--- src/rtl/clint.sv ---
// -----------------------------------------------------------------------------
// clint - core-local interruptor for a single-hart core.
//
// Holds the machine software-interrupt bit, the 64-bit mtime counter (advanced
// by a divided real-time tick) and the 64-bit mtimecmp compare register, all
// reachable through a simple valid/ready memory-mapped slave port. Every
// request is answered exactly one cycle after it is presented.
//
// Ports:
//   clk        system clock, all state updates on the rising edge
//   rst        asynchronous reset, active-low
//   mem_valid  request strobe (one cycle per request)
//   mem_instr  instruction-fetch flag, not used for decode
//   mem_addr   byte address, bits [15:2] select the word
//   mem_wdata  write data
//   mem_wstrb  byte enables, 0 = read, non-zero = write
//   mem_rdata  read data, 0 whenever mem_ready is low
//   mem_ready  response strobe, high for exactly one cycle
//   msip       machine software-interrupt pending
//   mtip       machine timer-interrupt pending (registered compare)
//   mtime      current mtime value
// -----------------------------------------------------------------------------
module clint #(
   parameter int unsigned rtc_div = 10
) (
   input  logic        clk,
   input  logic        rst,
   input  logic        mem_valid,
   input  logic        mem_instr,
   input  logic [31:0] mem_addr,
   input  logic [31:0] mem_wdata,
   input  logic [3:0]  mem_wstrb,
   output logic [31:0] mem_rdata,
   output logic        mem_ready,
   output logic        msip,
   output logic        mtip,
   output logic [63:0] mtime
);

   // A one-bit counter is kept even for rtc_div = 1; it simply sits at 0.
   localparam int unsigned CW = (rtc_div > 1) ? $clog2(rtc_div) : 1;
   localparam logic [CW-1:0] PRESC_LAST = CW'(rtc_div - 1);

   // Word offsets (mem_addr[15:2]).
   localparam logic [13:0] OFF_MSIP   = 14'h0000;
   localparam logic [13:0] OFF_CMP_LO = 14'h1000;
   localparam logic [13:0] OFF_CMP_HI = 14'h1001;
   localparam logic [13:0] OFF_TIM_LO = 14'h2FFE;
   localparam logic [13:0] OFF_TIM_HI = 14'h2FFF;

   logic [CW-1:0] presc_q, presc_d;
   logic [63:0]   mtime_q, mtime_d;
   logic [63:0]   mtimecmp_q, mtimecmp_d;
   logic          msip_q, msip_d;
   logic          mtip_q, mtip_d;
   logic          ready_q, ready_d;
   logic [31:0]   rdata_q, rdata_d;

   logic [13:0]   word;
   logic          wr;
   logic          tick;
   logic [63:0]   mtime_inc;
   logic [31:0]   rd_mux;

   // Bits that are deliberately not decoded.
   logic unused_bits;
   assign unused_bits = ^{mem_instr, mem_addr[31:16], mem_addr[1:0]};

   function automatic logic [31:0] merge_bytes(input logic [31:0] old_w,
                                               input logic [31:0] new_w,
                                               input logic [3:0]  be);
      logic [31:0] res;
      res = old_w;
      for (int k = 0; k < 4; k++) begin
         if (be[k]) res[8*k +: 8] = new_w[8*k +: 8];
      end
      return res;
   endfunction

   always_comb begin
      word      = mem_addr[15:2];
      wr        = mem_valid && (mem_wstrb != 4'h0);
      tick      = (presc_q == PRESC_LAST);
      presc_d   = tick ? '0 : presc_q + 1'b1;

      // The increment is formed on the full 64 bits, so the low-to-high carry
      // is applied even when the other word is being overwritten this cycle.
      mtime_inc  = mtime_q + 64'd1;
      mtime_d    = tick ? mtime_inc : mtime_q;
      mtimecmp_d = mtimecmp_q;
      msip_d     = msip_q;

      if (wr) begin
         case (word)
            OFF_MSIP:   if (mem_wstrb[0]) msip_d = mem_wdata[0];
            OFF_CMP_LO: mtimecmp_d[31:0]  = merge_bytes(mtimecmp_q[31:0],  mem_wdata, mem_wstrb);
            OFF_CMP_HI: mtimecmp_d[63:32] = merge_bytes(mtimecmp_q[63:32], mem_wdata, mem_wstrb);
            OFF_TIM_LO: mtime_d[31:0]     = merge_bytes(mtime_d[31:0],     mem_wdata, mem_wstrb);
            OFF_TIM_HI: mtime_d[63:32]    = merge_bytes(mtime_d[63:32],    mem_wdata, mem_wstrb);
            default:    ;
         endcase
      end

      // Read data reflects register contents before this edge's update.
      case (word)
         OFF_MSIP:   rd_mux = {31'b0, msip_q};
         OFF_CMP_LO: rd_mux = mtimecmp_q[31:0];
         OFF_CMP_HI: rd_mux = mtimecmp_q[63:32];
         OFF_TIM_LO: rd_mux = mtime_q[31:0];
         OFF_TIM_HI: rd_mux = mtime_q[63:32];
         default:    rd_mux = 32'h0;
      endcase

      ready_d = mem_valid;
      rdata_d = mem_valid ? rd_mux : 32'h0;
      mtip_d  = (mtime_q >= mtimecmp_q);
   end

   always_ff @(posedge clk or negedge rst) begin
      if (!rst) begin
         presc_q    <= '0;
         mtime_q    <= 64'h0;
         mtimecmp_q <= 64'hFFFF_FFFF_FFFF_FFFF;
         msip_q     <= 1'b0;
         mtip_q     <= 1'b0;
         ready_q    <= 1'b0;
         rdata_q    <= 32'h0;
      end else begin
         presc_q    <= presc_d;
         mtime_q    <= mtime_d;
         mtimecmp_q <= mtimecmp_d;
         msip_q     <= msip_d;
         mtip_q     <= mtip_d;
         ready_q    <= ready_d;
         rdata_q    <= rdata_d;
      end
   end

   assign mem_rdata = rdata_q;
   assign mem_ready = ready_q;
   assign msip      = msip_q;
   assign mtip      = mtip_q;
   assign mtime     = mtime_q;

endmodule

--- config.mk ---
export PLATFORM = sky130hd
export DESIGN_NAME = clint
export DESIGN_NICKNAME = d
export VERILOG_FILES = /design/src/rtl/clint.sv
export SDC_FILE = /design/constraint.sdc
export NUM_CORES = 1
export LEC_CHECK = 0
export CAP_MARGIN = 20
export CORE_ASPECT_RATIO = 2
export CORE_MARGIN = 3
export CORE_UTILIZATION = 55
export CTS_BUF_LIST = sky130_fd_sc_hd__clkbuf_8
export CTS_CLUSTER_DIAMETER = 40
export CTS_CLUSTER_SIZE = 40
export DETAILED_ROUTE_END_ITERATION = 6
export PLACE_DENSITY = 0.82
export SLEW_MARGIN = 40
export SYNTH_ARGS = -nofsm -noshare
export SYNTH_HDL_FRONTEND = slang
export SYNTH_SLANG_ARGS = --single-unit
--- constraint.sdc ---
create_clock -name clk -period 5.8 [get_ports clk]
set_input_delay 1.16 -clock clk [delete_from_list [all_inputs] [get_ports clk]]
set_output_delay 1.16 -clock clk [all_outputs]
set_load 0.02 [all_outputs]
==> summary.txt <==
RR Startpoint: presc_q[2]
Area Overhead vs Synth: 20.07%
Rows: 70
Core ar.: 18390 µm²
Setup-failing EPs final: 0
CP startpoint kind: primary input
CTS max path bufs: 2
Ports: 171
Power density over the cells: 175.0 nW/µm²
Min-delay worst type: reg2reg
Post-synthesis async set-or-reset flop share: 100.0%
CP required: 6.21 ns
Kind of critical path: in2reg
Routed len/inst: 21.21 µm
Buffers on Ports: 151
Die width: 102.8 µm
CP max FO: 20
Layout cells sized above 1: 18.87%
XOR/XNOR Fraction of Synth Area: 5.264%
Nets: 1290
CTS buffer count: 17
Outcome: finished clean
Mux cell area share after synthesis: 13.63%
Critical Path End Type: flop
Most common cell after layout, fill and taps aside: clkdlybuf4s50_1
Detailed Place HPWL: 21540 µm
Final WS setup: 1.955 ns
First-pass GRT wire length: 45230 µm
Synth Area in Simple Gates: 17.81%
Root buf cell: clkbuf_8
Die Area: 20530 µm²
Final hold violations: 0
Postcts setup bufs: 0
Total GRT Usage: 29.14%
CTS tree: done
#FFs+latches synth: 167
Gr ovfl total: 0
Crit share post-route: 66.30%
First-iteration detailed-routing DRC count: 406
Avg Inst Size Synth: 10.16 µm²
Largest net degree at the start of global routing: 87
Relative slew slack: 41.42%
DP Worst Slack: 1.516 ns
Most frequent cells in the layout: 149 x clkdlybuf4s50_1, 103 x dfrtp_1, 88 x nand2_1, 79 x inv_1, 68 x mux2_2
Total wire length: 29340 µm
# DRC: 0
First-pass DRT Iterations: 5
Initial antenna violation count: 1
Layout fillers: 1421
Max VDD drop: 140.4 µV
ANT nets after route: 0
Synth Area in Compound Gates: 9.255%
Mapped Cells: 1015
Clock sinks: 167
RSZ-0062 raised after global routing: no
Hold path start: mtimecmp_q[32]
Leakage: 4.917 nW
Initial Utilization: 56.08%
Register area: 4259 µm²
Measured slew at the worst slew-check pin: 0.8766 ns
DR vias/cell: 6.176
Sequential share of the synthesized area: 41.29%
Routed vias: 8542
Worst reg2reg path depth: 6
Fin crit period: 3.845 ns
R2r endpoint: mtime[57]
Largest family of logic cells by synthesized area: simple AND/OR/NAND/NOR gates
Max_cap viols: 0
Highest Clock Rate: 260.1 MHz
H-Tree Level Count: 4
Cell variety after synth: 58
Worst path arrival time: 4.25 ns
Worst skew pair latency: 0.48 ns
Slew Viols, Final: 0
WHS Path Cells: 2
Clock Skews: 0.01564 ns
Synth Cell Area: 10310 µm²
Number of global-route vias before repair: 8653
Yosys warns: 0
Reg2reg setup slack: 2.72 ns
Synthesized net count: 1152
Setup tns final: 0 ns
EDFF count, synth: 0
Top_reg_cell synth: dfrtp_1
Hold Buf Count CTS: 0
Hold Path End: mem_rdata[0]
Worst-path clk slew: 0.08 ns
PostCTS Resize Cnt: 0
Multi-input logic area: 5570 µm²
Synth Area in Adders: 7.885%
DIE HEIGHT: 199.7 µm
Global placement routability congestion: 0.9247
-- report_power, final --
part / switching, mW / internal [mW]
Combinational: 0.0698 / 0.0481
Clock: 0.476 / 0.405
Sequential: 0.00162 / 1.17
-- critical path, cell delays in order --
cell and delay [ns]:
clkdlybuf4s50_1 0.42, nor4_1 0.33, nand3_1 0.20, inv_1 0.11, nand2_1 0.51, buf_4 0.46, nor3_2 0.62, mux2_2 0.41
-- metal layers --
layer / global-route usage, % / share of wire [%] / up-vias
met5: 0 / 0 / -
met4: 21.18 / 7.8 / 0
met3: 4.053 / 4.6 / 138
met2: 50.12 / 52 / 328
met1: 31.93 / 35 / 4166
li1: - / - / 3910
-- cell usage after synthesis (7+ instances only) --
cell	number	share of area (%)
dfrtp_1	103	25
nand2_1	88	3.2
inv_1	79	2.9
nor2_1	70	2.5
mux2_2	68	7.4
ha_1	65	7.9
dfstp_2	64	16
mux2i_1	64	6.2
xnor2_1	49	4.2
o21ai_0	41	2.0
a21oi_1	38	1.8
nand4_1	36	2.2
o22a_1	31	2.6
nand3_1	30	1.5
clkbuf_1	29	1.1
nor4_1	17	1.0
xor2_1	13	1.1
nor4_2	11	1.3
nor3_1	10	0.49
o21ai_1	10	0.49
nor3_2	9	0.87
and3_1	8	0.49
and4_1	8	0.68
nor4_4	7	1.4
-- kinds of logic (layout without fill, tap and decap cells) --
family,Yosys count,in the layout
AOI/OAI and AO/OA,149,149
xor gates and xnor gates,62,62
adders and majority gates,65,65
buffers and inverters,120,271
DFF,167,167
muxes,132,132
other,0,1
and+or+nand+nor,320,320
-- through the flow --
step | cell area (µm²) | instances | hold slack, ns | total power [mW] | utilization, %
floorplan | 10310 | 1015 | 0.4956 | 1.224 | -
global placement | 11960 | 1350 | 0.5290 | 1.305 | 65.03
detailed placement | 11970 | 1350 | 0.5324 | 1.307 | 65.10
CTS | 12380 | 1382 | 0.5445 | 2.180 | 67.31
global route | 12390 | 1383 | 0.5642 | 2.232 | 67.34
finish | 12390 | 1383 | 0.5458 | 2.168 | 67.34
-- state kept, by name (all words and copies together), names as in the netlist --
name / flops
presc_q: 4
msip: 1
mtime: 64
mem_rdata: 32
mtip: 1
mem_ready: 1
mtimecmp_q: 64
-- how the worst max path moves through the flow --
stage / from / endpoint / slack, ns / cells after the start
2_1_floorplan: mem_addr[6] / mtime[31] / 3.04 / 6
5_1_grt: mem_addr[3] / mtimecmp_q[1] / 1.85 / 8
6_report: mem_addr[3] / mtimecmp_q[1] / 1.95 / 8
3_5_place_dp: mem_addr[3] / mtimecmp_q[1] / 1.52 / 8
4_1_cts: mem_addr[3] / mtimecmp_q[1] / 2.01 / 8
3_3_place_gp: mem_addr[3] / mtimecmp_q[7] / 1.59 / 8
-- cell type report --
cell class                 count  area share [%]
antenna                        1         0.02020
inverter                      79           2.394
clock buffer                  18           2.000
sequential                   167           34.39
multi-input combinational    728           44.97
tap                          216           2.182
timing repair buffer         160           12.76
clock inverter                14           1.283
Power figures use the tool's default switching activity.
